--- src/rtl/grf_wb_arbiter_if.sv ---
// Bus bundle for the GRF writeback arbiter: W-stage request, aux issue/result,
// decode scoreboard queries and the shared GRF write port.
interface grf_wb_arbiter_if;
  // W stage
  logic        pipe_we;
  logic [4:0]  pipe_addr;
  logic [31:0] pipe_data;
  logic [31:0] pipe_pc;
  logic        pipe_stall;
  // Aux issue (reservation) and result
  logic        iss_valid;
  logic [4:0]  iss_addr;
  logic        aux_valid;
  logic        aux_ready;
  logic [4:0]  aux_addr;
  logic [31:0] aux_data;
  logic [31:0] aux_pc;
  // Decode hazard queries
  logic [4:0]  q_addr1;
  logic [4:0]  q_addr2;
  logic        q_busy1;
  logic        q_busy2;
  // GRF write port
  logic        grf_we;
  logic [4:0]  grf_a3;
  logic [31:0] grf_wd;
  logic [31:0] grf_wpc;

  // Arbiter side
  modport slave (
    input  pipe_we, pipe_addr, pipe_data, pipe_pc,
    input  iss_valid, iss_addr,
    input  aux_valid, aux_addr, aux_data, aux_pc,
    input  q_addr1, q_addr2,
    output pipe_stall, aux_ready, q_busy1, q_busy2,
    output grf_we, grf_a3, grf_wd, grf_wpc
  );

  // Environment side (pipeline, aux unit, GRF)
  modport master (
    output pipe_we, pipe_addr, pipe_data, pipe_pc,
    output iss_valid, iss_addr,
    output aux_valid, aux_addr, aux_data, aux_pc,
    output q_addr1, q_addr2,
    input  pipe_stall, aux_ready, q_busy1, q_busy2,
    input  grf_we, grf_a3, grf_wd, grf_wpc
  );
endinterface

--- src/rtl/grf_wb_arbiter.sv ---
// GRF write-port arbiter: the W stage has priority, aux results wait in a FIFO
// and win after STARVE_LIMIT blocked cycles. A 32-bit scoreboard tracks
// registers reserved by in-flight aux ops.
// Optional macro GRF_WB_TRACE_EN: prints a trace line for every GRF write.
module grf_wb_arbiter #(
  parameter int unsigned FIFO_DEPTH   = 4,
  parameter int unsigned STARVE_LIMIT = 8
) (
  input  logic              clk,
  input  logic              reset,
  grf_wb_arbiter_if.slave   bus
);

  localparam int unsigned AW = (FIFO_DEPTH > 1) ? $clog2(FIFO_DEPTH) : 1;
  localparam int unsigned CW = AW + 1;
  localparam int unsigned SW = $clog2(STARVE_LIMIT + 1);
  localparam logic [CW-1:0] FullCount = CW'(FIFO_DEPTH);
  localparam logic [SW-1:0] StarveMax = SW'(STARVE_LIMIT);

  logic [4:0]    addr_q [FIFO_DEPTH];
  logic [31:0]   data_q [FIFO_DEPTH];
  logic [31:0]   pc_q   [FIFO_DEPTH];

  logic [AW-1:0] rd_ptr_q, rd_ptr_d;
  logic [AW-1:0] wr_ptr_q, wr_ptr_d;
  logic [CW-1:0] count_q, count_d;
  logic [SW-1:0] starve_q, starve_d;
  logic [31:0]   sb_q, sb_d;

  logic          empty, full, aux_ready_int, push, pop, pipe_live, grant_aux;
  logic [4:0]    head_addr;
  logic          head_dup;

  // Handshake and grant decisions, all from registered FIFO state
  always_comb begin
    empty         = (count_q == '0);
    full          = (count_q == FullCount);
    aux_ready_int = !full && !reset;
    push          = bus.aux_valid && aux_ready_int;
    pipe_live     = bus.pipe_we && (bus.pipe_addr != 5'd0);
    grant_aux     = !reset && !empty && (!pipe_live || (starve_q == StarveMax));
    pop           = grant_aux;
    head_addr     = addr_q[rd_ptr_q];
  end

  // Does any other live entry (or the one arriving now) still target the head's register?
  always_comb begin
    logic [AW-1:0] offs;
    logic [AW-1:0] slot;
    head_dup = 1'b0;
    offs     = '0;
    slot     = '0;
    for (int unsigned i = 0; i < FIFO_DEPTH; i++) begin
      slot = AW'(i);
      offs = slot - rd_ptr_q;
      if ((offs != '0) && (CW'(offs) < count_q) && (addr_q[slot] == head_addr)) begin
        head_dup = 1'b1;
      end
    end
    if (push && (bus.aux_addr == head_addr)) begin
      head_dup = 1'b1;
    end
  end

  // Write-port mux and external outputs; everything quiet during reset
  always_comb begin
    bus.aux_ready  = aux_ready_int;
    bus.pipe_stall = pipe_live && grant_aux;
    bus.grf_we     = 1'b0;
    bus.grf_a3     = 5'd0;
    bus.grf_wd     = 32'd0;
    bus.grf_wpc    = 32'd0;
    if (grant_aux) begin
      bus.grf_we  = 1'b1;
      bus.grf_a3  = head_addr;
      bus.grf_wd  = data_q[rd_ptr_q];
      bus.grf_wpc = pc_q[rd_ptr_q];
    end else if (pipe_live && !reset) begin
      bus.grf_we  = 1'b1;
      bus.grf_a3  = bus.pipe_addr;
      bus.grf_wd  = bus.pipe_data;
      bus.grf_wpc = bus.pipe_pc;
    end
    bus.q_busy1 = !reset && sb_q[bus.q_addr1];
    bus.q_busy2 = !reset && sb_q[bus.q_addr2];
  end

  // Next-state for pointers, occupancy, starvation counter and scoreboard
  always_comb begin
    rd_ptr_d = pop  ? rd_ptr_q + AW'(1) : rd_ptr_q;
    wr_ptr_d = push ? wr_ptr_q + AW'(1) : wr_ptr_q;
    count_d  = count_q;
    unique case ({push, pop})
      2'b10:   count_d = count_q + CW'(1);
      2'b01:   count_d = count_q - CW'(1);
      default: count_d = count_q;
    endcase

    starve_d = starve_q;
    if (pop || empty) begin
      starve_d = '0;
    end else if (starve_q != StarveMax) begin
      starve_d = starve_q + SW'(1);
    end

    sb_d = sb_q;
    if (pop && !head_dup) begin
      sb_d[head_addr] = 1'b0;
    end
    // A new reservation overrides a same-cycle release
    if (bus.iss_valid && (bus.iss_addr != 5'd0)) begin
      sb_d[bus.iss_addr] = 1'b1;
    end
    sb_d[0] = 1'b0;
  end

  // Control state with synchronous reset
  always_ff @(posedge clk) begin
    if (reset) begin
      rd_ptr_q <= '0;
      wr_ptr_q <= '0;
      count_q  <= '0;
      starve_q <= '0;
      sb_q     <= '0;
    end else begin
      rd_ptr_q <= rd_ptr_d;
      wr_ptr_q <= wr_ptr_d;
      count_q  <= count_d;
      starve_q <= starve_d;
      sb_q     <= sb_d;
    end
  end

  // FIFO payload storage; validity is tracked by the pointers alone
  always_ff @(posedge clk) begin
    if (push) begin
      addr_q[wr_ptr_q] <= bus.aux_addr;
      data_q[wr_ptr_q] <= bus.aux_data;
      pc_q[wr_ptr_q]   <= bus.aux_pc;
    end
  end

`ifdef GRF_WB_TRACE_EN
  // Simulation trace of every architectural GRF write
  always @(posedge clk) begin
    if (bus.grf_we && (bus.grf_a3 != 5'd0) && !reset) begin
      if (grant_aux) begin
        $display("AUX %d@%h: $%d <= %h", $time, bus.grf_wpc, bus.grf_a3, bus.grf_wd);
      end else begin
        $display("%d@%h: $%d <= %h", $time, bus.grf_wpc, bus.grf_a3, bus.grf_wd);
      end
    end
  end
`endif

endmodule

--- src/flat_wrapper.sv ---
// flat-port wrapper written by rule: the top's interface ports become plain ports
module grf_wb_arbiter_flat 
#(
  parameter int unsigned FIFO_DEPTH   = 4,
  parameter int unsigned STARVE_LIMIT = 8
)
  (clk, reset, bus_pipe_we, bus_pipe_addr, bus_pipe_data, bus_pipe_pc, bus_iss_valid, bus_iss_addr, bus_aux_valid, bus_aux_addr, bus_aux_data, bus_aux_pc, bus_q_addr1, bus_q_addr2, bus_pipe_stall, bus_aux_ready, bus_q_busy1, bus_q_busy2, bus_grf_we, bus_grf_a3, bus_grf_wd, bus_grf_wpc);
  grf_wb_arbiter_if bus_i ();
  input  logic clk;
  input  logic reset;
  input wire logic [$bits(bus_i.pipe_we)-1:0] bus_pipe_we;
  input wire logic [$bits(bus_i.pipe_addr)-1:0] bus_pipe_addr;
  input wire logic [$bits(bus_i.pipe_data)-1:0] bus_pipe_data;
  input wire logic [$bits(bus_i.pipe_pc)-1:0] bus_pipe_pc;
  input wire logic [$bits(bus_i.iss_valid)-1:0] bus_iss_valid;
  input wire logic [$bits(bus_i.iss_addr)-1:0] bus_iss_addr;
  input wire logic [$bits(bus_i.aux_valid)-1:0] bus_aux_valid;
  input wire logic [$bits(bus_i.aux_addr)-1:0] bus_aux_addr;
  input wire logic [$bits(bus_i.aux_data)-1:0] bus_aux_data;
  input wire logic [$bits(bus_i.aux_pc)-1:0] bus_aux_pc;
  input wire logic [$bits(bus_i.q_addr1)-1:0] bus_q_addr1;
  input wire logic [$bits(bus_i.q_addr2)-1:0] bus_q_addr2;
  output wire logic [$bits(bus_i.pipe_stall)-1:0] bus_pipe_stall;
  output wire logic [$bits(bus_i.aux_ready)-1:0] bus_aux_ready;
  output wire logic [$bits(bus_i.q_busy1)-1:0] bus_q_busy1;
  output wire logic [$bits(bus_i.q_busy2)-1:0] bus_q_busy2;
  output wire logic [$bits(bus_i.grf_we)-1:0] bus_grf_we;
  output wire logic [$bits(bus_i.grf_a3)-1:0] bus_grf_a3;
  output wire logic [$bits(bus_i.grf_wd)-1:0] bus_grf_wd;
  output wire logic [$bits(bus_i.grf_wpc)-1:0] bus_grf_wpc;
  assign bus_i.pipe_we = bus_pipe_we;
  assign bus_i.pipe_addr = bus_pipe_addr;
  assign bus_i.pipe_data = bus_pipe_data;
  assign bus_i.pipe_pc = bus_pipe_pc;
  assign bus_i.iss_valid = bus_iss_valid;
  assign bus_i.iss_addr = bus_iss_addr;
  assign bus_i.aux_valid = bus_aux_valid;
  assign bus_i.aux_addr = bus_aux_addr;
  assign bus_i.aux_data = bus_aux_data;
  assign bus_i.aux_pc = bus_aux_pc;
  assign bus_i.q_addr1 = bus_q_addr1;
  assign bus_i.q_addr2 = bus_q_addr2;
  assign bus_pipe_stall = bus_i.pipe_stall;
  assign bus_aux_ready = bus_i.aux_ready;
  assign bus_q_busy1 = bus_i.q_busy1;
  assign bus_q_busy2 = bus_i.q_busy2;
  assign bus_grf_we = bus_i.grf_we;
  assign bus_grf_a3 = bus_i.grf_a3;
  assign bus_grf_wd = bus_i.grf_wd;
  assign bus_grf_wpc = bus_i.grf_wpc;
  grf_wb_arbiter #(.FIFO_DEPTH(FIFO_DEPTH), .STARVE_LIMIT(STARVE_LIMIT)) u_core (.clk(clk), .reset(reset), .bus(bus_i));
endmodule
--- config.mk ---
export PLATFORM = sky130hd
export DESIGN_NAME = grf_wb_arbiter_flat
export DESIGN_NICKNAME = d
export VERILOG_FILES = /design/src/rtl/grf_wb_arbiter_if.sv /design/src/rtl/grf_wb_arbiter.sv /design/src/flat_wrapper.sv
export SDC_FILE = /design/constraint.sdc
export NUM_CORES = 1
export LEC_CHECK = 0
export ABC_AREA = 1
export BUFFER_PORTS_ARGS = -buffer_cell sky130_fd_sc_hd__buf_2
export CORE_UTILIZATION = 51
export DETAILED_ROUTE_END_ITERATION = 6
export PLACE_DENSITY = 0.76
export SYNTH_ARGS = -nofsm -noshare
export SYNTH_HDL_FRONTEND = slang
export SYNTH_SLANG_ARGS = --single-unit
--- constraint.sdc ---
create_clock -name clk -period 5.4 [get_ports clk]
set_input_delay 1.08 -clock clk [delete_from_list [all_inputs] [get_ports clk]]
set_output_delay 1.08 -clock clk [all_outputs]
set_load 0.03 [all_outputs]
# [After elaboration in Yosys (flattened, before gate mapping)]
# Memory sizes are Yosys's and may differ from the RTL's. A register that Yosys moved wholly into a read port is not among the register bits.
# Index checks and enable logic that the tools add are counted.
[word_totals] register_bits=43 mem_bits_rw=276 in_bits=158 out_inout_bits=74 word_cells=111 memories=3
[memory_table] memory="u_core.data_q" words=4 word_bits=32 read_ports=1 rd_clocked_by_memory_dff=1 write_ports=1 line="grf_wb_arbiter.sv:21" source="logic [31:0] data_q [FIFO_DEPTH];"
[memory_table] memory="u_core.pc_q" words=4 word_bits=32 read_ports=1 rd_clocked_by_memory_dff=1 write_ports=1 line="grf_wb_arbiter.sv:22" source="logic [31:0] pc_q [FIFO_DEPTH];"
[memory_table] memory="u_core.addr_q" words=4 word_bits=5 read_ports=5 rd_clocked_by_memory_dff=1 write_ports=1 line="grf_wb_arbiter.sv:20" source="logic [4:0] addr_q [FIFO_DEPTH];"
[classes] n_addsub=9 n_lt_le_gt_ge=10 eq_ne=10 n_mux=32 bitwise_logic=3 reduce_logical=38
[ops] cell="2-to-1 mux 32 bit" count=6
[ops] cell="AND 32 bit" count=1
[ops] cell="NOT 32 bit" count=1
[ops] cell="bitwise OR 32 bit" count=1
[ops] cell="== test 5 bit" count=5
[ops] cell="< comparator 5 x 6 -> 1 bit (second input constant)" count=4
[ops] cell="logical AND 1 bit" count=22
[ops] cell="2-to-1 mux 1 bit" count=13
[ops] cell="< comparator 2 x 3 -> 1 bit" count=4
[ops] cell="2-to-1 mux 2 bit" count=6
[ops] cell="binary-select mux 1 bit (select 5 bit)" count=2
[ops] cell="demux 1 bit (select 5 bit)" count=2
[ops] cell=">= comparator 5 x 1 -> 1 bit (second input constant)" count=2
[ops] cell="2-to-1 mux 5 bit" count=2
[ops] cell="nonzero test 2 bit" count=5
[ops] cell="nonzero test 5 bit" count=2
[ops] cell="case mux 3 bit (2 select lines)" count=1
[ops] cell="logical NOT 1 bit" count=5
[ops] cell="adder 2 x 1 -> 2 bit (second input constant)" count=2
[ops] cell="adder 4 x 1 -> 4 bit (second input constant)" count=1
[ops] cell="== test 4 bit (second input constant)" count=1
[ops] cell="!= test 4 bit (second input constant)" count=1
[ops] cell="subtractor 1 x 2 -> 2 bit (first input constant)" count=2
[ops] cell="subtractor 2 bit (first input constant)" count=2
[ops] cell="other kinds (8)" count=9

# [Depth between registers and ports, before layout]
# Gate-level depths: netlist of run 1.
[depth] ltp_word=14 mapped_depth=16 ltp_nobuf=15

# [Least setup slack after synthesis of run 1]
# No wires, ideal clock.
[synth_timing] path_kind="input -> register" startpoint="input reset" endpoint="memory u_core.addr_q[0][0], enable pin" setup_ps=497 arrival_time_ps=4699 t_required_ps=4903 slack_ps=204 stages=6 n_path_buf=1 path_cell_list="clkbuf_1 > inv_1 > nand2_1 > nor2_1 > clkinv_1 > nor2_1"
[synth_between] elab_chain_cells=5
[synth_lines] item="from (decl)" line="flat_wrapper.sv:10" source="input logic reset;"
[synth_lines] item="logical NOT 1 bit" line="grf_wb_arbiter.sv:38" source="aux_ready_int = !full && !reset;"
[synth_lines] item="logical AND 1 bit" line="grf_wb_arbiter.sv:38"
[synth_lines] item="logical AND 1 bit" line="grf_wb_arbiter.sv:39" source="push = bus.aux_valid && aux_ready_int;"
[synth_lines] item="2-to-1 mux 1 bit" line="grf_wb_arbiter.sv:136" source="if (push) begin"
[synth_lines] item="2-to-1 mux 1 bit (not written as such)" line="grf_wb_arbiter.sv:137" source="addr_q[wr_ptr_q] <= bus.aux_addr;"
[synth_lines] item="to (decl)" line="grf_wb_arbiter.sv:20"
# No other way between the ends.

# [Worst setup path in the final report of run 1]
[layout_timing] startpoint="input bus_pipe_addr[2]" endpoint="output bus_grf_wpc[4]"
[layout_between] elab_chain_cells=6 word_cells_on_any_way=8 cone_classes="mux (2); reduce/logical (6)"
[layout_lines] item="from (decl)" line="flat_wrapper.sv:12" source="input wire logic [$bits(bus_i.pipe_addr)-1:0] bus_pipe_addr;"
[layout_lines] item="nonzero test 5 bit (*)" line="grf_wb_arbiter.sv:40" source="pipe_live = bus.pipe_we && (bus.pipe_addr != 5'd0);"
[layout_lines] item="logical AND 1 bit (*)" line="grf_wb_arbiter.sv:40"
[layout_lines] item="logical NOT 1 bit" line="grf_wb_arbiter.sv:41" source="grant_aux = !reset && !empty && (!pipe_live || (starve_q == StarveMax));"
[layout_lines] item="logical OR 1 bit" line="grf_wb_arbiter.sv:41"
[layout_lines] item="logical AND 1 bit" line="grf_wb_arbiter.sv:41"
[layout_lines] item="2-to-1 mux 32 bit (*)" line="grf_wb_arbiter.sv:73" source="if (grant_aux) begin"
[layout_lines] item="to (decl)" line="flat_wrapper.sv:30" source="output wire logic [$bits(bus_i.grf_wpc)-1:0] bus_grf_wpc;"
# Mark *: on every way between the ends. The rest lies on a longest branch, timed or not.

==> results by group, run 1 <==
Status
  – Outcome: complete, no violations

Power
  – Clock share of power: 39.0%
  – Pwr/cell area: 344 nW/um2
  – Switching share of power: 26.2%
  – Int Power: 4.37 mW
  – Pleak: 6.64 nW
  – Combinational power share: 13.9%
  – P_sw: 1.55 mW
  – Maximum vdd drop: 0.266 mV
  – Seq pwr share: 47.0%

Hold path
  – Hold Startpoint: u_core.sb_q[4]
  – Hold Path Class: flop to flop
  – Hold path endpoint: u_core.sb_q[4]
  – Hold path cells: 2

Floorplanning
  – Core ar.: 28000 um2
  – Starting Density: 52.2%
  – Chip height: 171 um
  – Core Rows: 61
  – Die ar.: 29400 um2
  – Die Width: 171 um
  – Ports: 232

Critical path
  – CP endpoint kind: output port
  – R2r worst-path depth: 14
  – Nature of the critical path startpoint: primary input
  – Critical path class: primary input to output port
  – CP required: 4.32 ns
  – R2R setup slack: 1.45 ns
  – Crit Reg-Reg Endpoint: u_core.sb_q[1]
  – CP max stage cell: buf_4
  – Worst Path Max Fanout: 66
  – Crit-path max cell delay: 0.47 ns
  – CP cell instances: buf_2 -> nor3_1 -> nand2_1 -> nand2_1 -> inv_1 -> nand2_1 -> nand2_4 -> buf_4 -> a221oi_1 -> a31o_2 -> buf_2
  – Cell repeated most along the worst path: nand2_1
  – Crit path DAT: 3.42 ns

STA
  – Fin crit period: 4.50 ns
  – Actual slew at the worst max-slew pin: 1.03 ns
  – Period utilisation layout: 83.3%
  – Sum Neg Setup Slack: 0 ns
  – Hold Fails Final Rpt: 0
  – Final WS setup: 0.903 ns
  – RSZ-0062 raised after global routing: false
  – Fin. max-slew vios: 0
  – Final setup fails: 0
  – Slew headroom: 31.5%
  – Top achievable clock speed: 0.222 GHz
  – Worst Skew: 0.0207 ns

Route
  – Vias: 11300
  – WL/cell: 18.5 um
  – DRC viols: 0
  – Drt first pass iters: 5
  – Vias/cell: 5.79
  – Antenna-violating nets left: 0
  – Total Routed Length: 36200 um
  – Drt initial violations: 1012

Synthesis
  – Compound-Gate Fraction of Synth Area: 16.2%
  – Post-synth cell types: 33
  – Avg Synthesized Cell Area: 10.9 um2
  – Post-Synth Simple-Gate Area: 15.4%
  – Post-synth ARST share: 0%
  – Yosys warns: 0
  – Synth Area in XOR/XNOR: 0.180%
  – Number of synthesized flops with an enable pin: 276
  – Post-synthesis adder-cell area fraction: 1.42%
  – Largest family of logic cells by synthesized area: compound AO/OA/AOI/OAI gates
  – Syn nets: 1520
  – Mux share of post-synthesis cell area: 0%
  – Mapped Cells: 1346
  – Top_reg_cell synth: edfxtp_1
  – #FFs+latches synth: 320
  – Synth Cell Area: 14600 um2
  – Post-synthesis sequential area ratio: 62.7%

Global route
  – Number of global-route vias before repair: 10500
  – Grt ovf: 0
  – Largest net degree at the start of global routing: 93
  – Gr usage total: 24.5%
  – First-pass GRT wire length: 55600 um
  – Initial antenna violation count: 5

Clock network
  – Post-CTS Hold Buffers: 0
  – CTS H-tree lvls: 2
  – Setup Fix Bufs, Post-CTS: 0
  – Bufs on Longest Clock Path: 3
  – CTS buffer count: 35
  – Insertion delay to the later sink of the worst-skew pair: 0.52 ns
  – Clock root cell: clkbuf_16
  – Clock slew at reported path FFs: 0.05 ns
  – Post-cts resize count: 0
  – TritonCTS sink count: 320
  – CTS tree: yes

Finish
  – # nets final: 1721
  – Fin cells: 1954
  – Filler instances: 2237
  – Most common cell after layout, fill and taps aside: nand2_1
  – P&R area growth vs syn: 17.7%
  – Fraction of layout cells with a size suffix above 1: 26.5%
  – Most frequent cells in the layout: 293 x nand2_1, 276 x edfxtp_1, 231 x buf_2, 173 x a21oi_1, 94 x nor2_1

Placed design
  – PortBufs: 231
  – Placed cell count: 1888
  – Detail Placement HPWL: 22400 um
  – Pre-CTS setup slack: 0.952 ns
  – Final GP Congestion: 0.882

Run
  – Max-cap violations: 0
==> cell usage after synthesis (all sizes together) (5+ instances only) <==
cell | count | share of area [%]
a21oi | 173 | 5.9
edfxtp | 276 | 57
inv | 53 | 1.4
a31o | 64 | 3.8
nor2 | 100 | 2.6
o221ai | 6 | 0.36
nand3b | 16 | 0.82
ha | 15 | 1.3
o21ai | 48 | 1.6
nor3 | 5 | 0.17
dfxtp | 44 | 6.0
buf | 16 | 0.98
clkbuf | 68 | 1.7
a221oi | 64 | 3.8
nand3 | 78 | 3.9
o22ai | 5 | 0.21
nand2 | 298 | 7.7
==> cell families (layout without fill, tap and decap cells) <==
group,after synthesis,in the layout
DFF,320,320
xor gates and xnor gates,3,3
AOI/OAI and AO/OA,367,367
adders and majority gates,16,16
other,0,4
and+or+nand+nor,501,501
buffers and inverters,139,365
==> worst max-delay path, delay by kind of cell <==
| family | cells | cell delay [ns] |
|---|---|---|
| and+or+nand+nor | 5 | 0.97 |
| AOI/OAI and AO/OA | 2 | 0.50 |
| buffers and inverters | 4 | 0.84 |
==> flip-flops by register name, indices dropped and copies added, names as in the netlist, named ones only <==
register	count
u_core.data_q	128
u_core.pc_q	128
u_core.sb_q	31
u_core.addr_q	20
u_core.starve_q	4
u_core.count_q	3
u_core.rd_ptr_q	2
u_core.wr_ptr_q	2
==> per-layer routing <==
layer	share of wire, %	global-route usage (%)	up-vias	wire length (um)
li1	-	-	5348	-
met1	41	32.6	5446	15000
met2	49	40.7	466	17800
met3	7.5	4.51	61	2710
met4	2.1	7.73	0	761
met5	0	0	-	0
==> worst max path at each step <==
stage / from / slack, ns / depth (start not counted) / endpoint
finish: bus_pipe_addr[2] / 0.90 / 11 / bus_grf_wpc[4]
global route: bus_pipe_addr[2] / 0.75 / 11 / bus_grf_wd[31]
CTS: bus_pipe_addr[2] / 0.92 / 11 / bus_grf_wpc[3]
detailed placement: bus_pipe_addr[2] / 0.95 / 11 / bus_grf_wd[28]
global placement: bus_pipe_addr[2] / 1.05 / 11 / bus_grf_wpc[12]
floorplan: reset / 0.20 / 6 / u_core.addr_q[0][0]
==> power by group through the flow <==
| stage | combinational, mW | sequential (mW) | clock (mW) |
|---|---|---|---|
| final | 0.827 | 2.79 | 2.31 |
| after global placement | 0.803 | 2.84 | 0 |
| after CTS | 0.824 | 2.79 | 2.35 |
| after detailed placement | 0.820 | 2.84 | 0 |
| after global routing | 0.908 | 2.79 | 2.45 |
| after floorplan | 0.579 | 2.82 | 0 |
==> area by class of cell <==
class / instances / area (um2) / area share, %
Antenna cell: 4 / 10.0 / 0.0582
Clock buffer: 44 / 931 / 5.41
Clock inverter: 18 / 185 / 1.08
Inverter: 55 / 209 / 1.21
Multi-Input combinational cell: 887 / 4890 / 28.4
Sequential cell: 320 / 9170 / 53.3
Tap cell: 378 / 473 / 2.75
Timing Repair Buffer: 248 / 1330 / 7.75
==> stage by stage <==
step	utilization (%)	area (um2)	hold WS (ns)	total power, mW
after floorplan	-	14600	0.430	3.40
after global placement	57.4	16100	0.448	3.64
after detailed placement	57.4	16100	0.454	3.66
after CTS	61.4	17200	0.462	5.96
after global routing	61.4	17200	0.485	6.15
final	61.4	17200	0.461	5.93
(Power assumes the default switching activity.)
==> run 2, diff against run 1 <==
--- a/config.mk
+++ b/config.mk
@@ -7,9 +7,9 @@
 export LEC_CHECK = 0
 export ABC_AREA = 1
 export BUFFER_PORTS_ARGS = -buffer_cell sky130_fd_sc_hd__buf_2
-export CORE_UTILIZATION = 51
+export CORE_UTILIZATION = 57
 export DETAILED_ROUTE_END_ITERATION = 6
-export PLACE_DENSITY = 0.76
+export PLACE_DENSITY = 0.8
 export SYNTH_ARGS = -nofsm -noshare
 export SYNTH_HDL_FRONTEND = slang
 export SYNTH_SLANG_ARGS = --single-unit
==> constraint.sdc (replaced) <==
create_clock -name clk -period 4.2 [get_ports clk]
set_input_delay 0.84 -clock clk [delete_from_list [all_inputs] [get_ports clk]]
set_output_delay 0.84 -clock clk [all_outputs]
set_load 0.03 [all_outputs]
==> run 2 against run 1 <==
Flip-flop and latch count did not move. Via count grew 1.6%. Total power increased by 26%. Non-clock buffer count is 8 higher. Critical path depth shrank 5. Critical endpoint is now bus_grf_wd[10]. Count of clock-buffer cells in the layout shrank 1. Final cell count is 2.2% lower. Sequential share of layout area grew 0.10 points.
==> results by group, run 2 (synthesis gave the netlist of run 1 again) <==
Route
  – DRC viols: 0 (unchanged)
  – Routed length on met2: 18200 um (+2.3%)
  – Antenna-violating nets left: 0 (unchanged)
  – Drt first pass iters: 6 (+1)
  – DR top layer: met5
  – Vias/cell: 6.02 (+3.9%)
  – WL/cell: 18.9 um (+1.7%)
  – Drt initial violations: 1021 (+0.89%)
  – Total Routed Length: 36100 um (-0.53%)
  – Vias: 11500 (+1.6%)
  – WL met1: 14300 um (-4.5%)
  – Met3 routed WL: 2870 um (+5.8%)

Critical path
  – CP top delay family: buffers and inverters
  – CP max stage cell: dfxtp_4
  – Crit-path max cell delay: 0.57 ns (+0.10 ns)
  – CP Buf/Inv Count: 3 (-1)
  – R2R setup slack: 0.87 ns (-0.58 ns)
  – Crit path DAT: 2.89 ns (-0.53 ns)
  – CP endpoint kind: output port
  – Nature of the critical path startpoint: flop
  – Worst Path Max Fanout: 126 (+91%)
  – Critical path class: flop to output port
  – CP cell instances: inv_4 -> buf_12 -> nand2_1 -> a221oi_1 -> a31o_2 -> buf_2
  – CP required: 3.36 ns (-0.96 ns)

STA
  – Slew headroom: 44.7% (+13 points)
  – Top achievable clock speed: 0.268 GHz
  – Fin crit period: 3.73 ns
  – Fin. max-slew vios: 0 (unchanged)
  – Final setup fails: 0 (unchanged)
  – Period utilisation layout: 88.9%
  – RSZ-0062 raised after global routing: false
  – Hold Fails Final Rpt: 0 (unchanged)
  – Worst Skew: 0.0346 ns (+0.0139 ns)
  – Actual slew at the worst max-slew pin: 0.830 ns (-0.196 ns)

Finish
  – P&R area growth vs syn: 17.5%
  – Fraction of layout cells with a size suffix above 1: 26.5% (about the same)
  – Fin util: 68.2% (+6.8 points)
  – Storage element area: 9170 um2 (unchanged)
  – Largest regs: u_core.data_q x128, u_core.pc_q x128, u_core.sb_q x31
  – Multi-input gate area: 4890 um2 (unchanged)
  – # nets final: 1728 (+0.41%)
  – Post-layout instance area: 17200 um2 (-0.19%)
  – Most common cell after layout, fill and taps aside: nand2_1
  – Filler instances: 1854 (-17%)
  – Most frequent cells in the layout: 293 x nand2_1, 276 x edfxtp_1, 231 x buf_2, 173 x a21oi_1, 94 x nor2_1

Global route
  – First-pass GRT wire length: 56400 um (+1.4%)
  – Initial antenna violation count: 3 (-2)
  – Largest net degree at the start of global routing: 127 (+37%)
  – Grt ovf: 0 (unchanged)
  – Number of global-route vias before repair: 11000 (+4.1%)
  – Gr usage total: 27.4% (+2.9 points)

Floorplanning
  – Chip height: 162 um (-5.3%)
  – Core Rows: 58 (-4.9%)
  – Core ar.: 25200 um2 (-10%)
  – Die ar.: 26300 um2 (-10%)
  – Die Width: 162 um (-5.3%)
  – Ports: 232 (unchanged)
  – Starting Density: 58.1% (+5.9 points)

Power
  – Pwr/cell area: 434 nW/um2 (+26%)
  – Maximum vdd drop: 0.389 mV (+46%)
  – Pleak: 6.66 nW (+0.31%)
  – Tot Pwr: 7.46 mW (+26%)

Clock network
  – Post-cts resize count: 0 (unchanged)
  – Insertion delay to the later sink of the worst-skew pair: 0.53 ns (about the same)
  – CTS tree: yes
  – TritonCTS sink count: 320 (unchanged)
  – Setup Fix Bufs, Post-CTS: 0 (unchanged)
  – CTS H-tree lvls: 2 (unchanged)
  – Bufs on Longest Clock Path: 3 (unchanged)
  – Clock root cell: clkbuf_16
  – CTS buffer count: 34 (-2.9%)
  – Post-CTS Hold Buffers: 0 (unchanged)
  – Clock slew at reported path FFs: 0.06 ns (about the same)

Status
  – Outcome: complete, no violations

Placed design
  – Detail Placement HPWL: 22500 um (+0.56%)
  – PortBufs: 231 (unchanged)
  – Final GP Congestion: 0.929 (+5.3%)
  – Placed Area: 16100 um2 (+0.31%)

Hold path
  – Hold Path Class: flop to flop
  – Hold Startpoint: u_core.sb_q[6]

Run
  – Max-cap violations: 0 (unchanged)
run 2: cell types whose count changed in the layout (fill, tap and decap cells not counted), sizes merged, moves of 2 or more:
| cell | previous run | this run |
|---|---|---|
| diode | 4 | 2 |
| clkinvlp | 2 | 0 |
| clkinv | 14 | 16 |
| bufinv | 3 | 1 |
| inv | 54 | 56 |
| buf | 248 | 256 |
run 2: power by group:
part | switching, mW | internal [mW] | leakage, nW | total (mW)
logic | 0.737 | 0.332 | 3.29 | 1.07
clock network | 1.22 | 1.58 | 0.508 | 2.80
registers | 0.0556 | 3.54 | 2.86 | 3.59
run 2: cell type report:
class                   instances  share of cell area, %
clock buffers                  43                   5.15
repair buffers                256                   8.41
multi-input cells             887                   28.5
clock inverters                18                  0.896
inverters                      55                   1.22
flip-flops and latches        320                   53.4
well taps                     330                   2.40
diodes                          2                 0.0291
run 2: path summary, 6_finish.rpt:
path / cells past startpoint / end
max: 6 / bus_grf_wd[10]
min reg2reg: 2 / u_core.sb_q[6]
max reg2reg: 14 / u_core.sb_q[16]
min: 2 / u_core.sb_q[6]
run 2: worst register-to-register path, cell delays in order, from the launching register on:
cell	delay, ns
dfxtp_4	0.84
inv_4	0.22
nand2_1	0.12
nand3_1	0.15
nand2_1	0.38
nand2_1	0.09
nand3_1	0.10
nor2_1	0.05
nand3_1	0.07
nand2_1	0.08
nor2_4	0.58
buf_4	0.29
nand3_2	0.07
nand2_1	0.09
a21oi_1	0.06
run 2: routing by layer:
| layer | GRT usage [%] | up-vias |
|---|---|---|
| li1 | - | 5354 |
| met1 | 35.9 | 5550 |
| met2 | 47.0 | 537 |
| met3 | 4.06 | 64 |
| met4 | 8.88 | 2 |
| met5 | 0 | - |
run 2: stage by stage:
step                      hold WS [ns]  setup slack (ns)  instances  TNS (ns)
after global placement           0.450             0.537       1848         0
final                            0.461             0.468       1911         0
after detailed placement         0.454             0.516       1848         0
after CTS                        0.463             0.499       1909         0
after global routing             0.491             0.318       1911         0
after floorplan                  0.430            -0.756       1346   -208.69
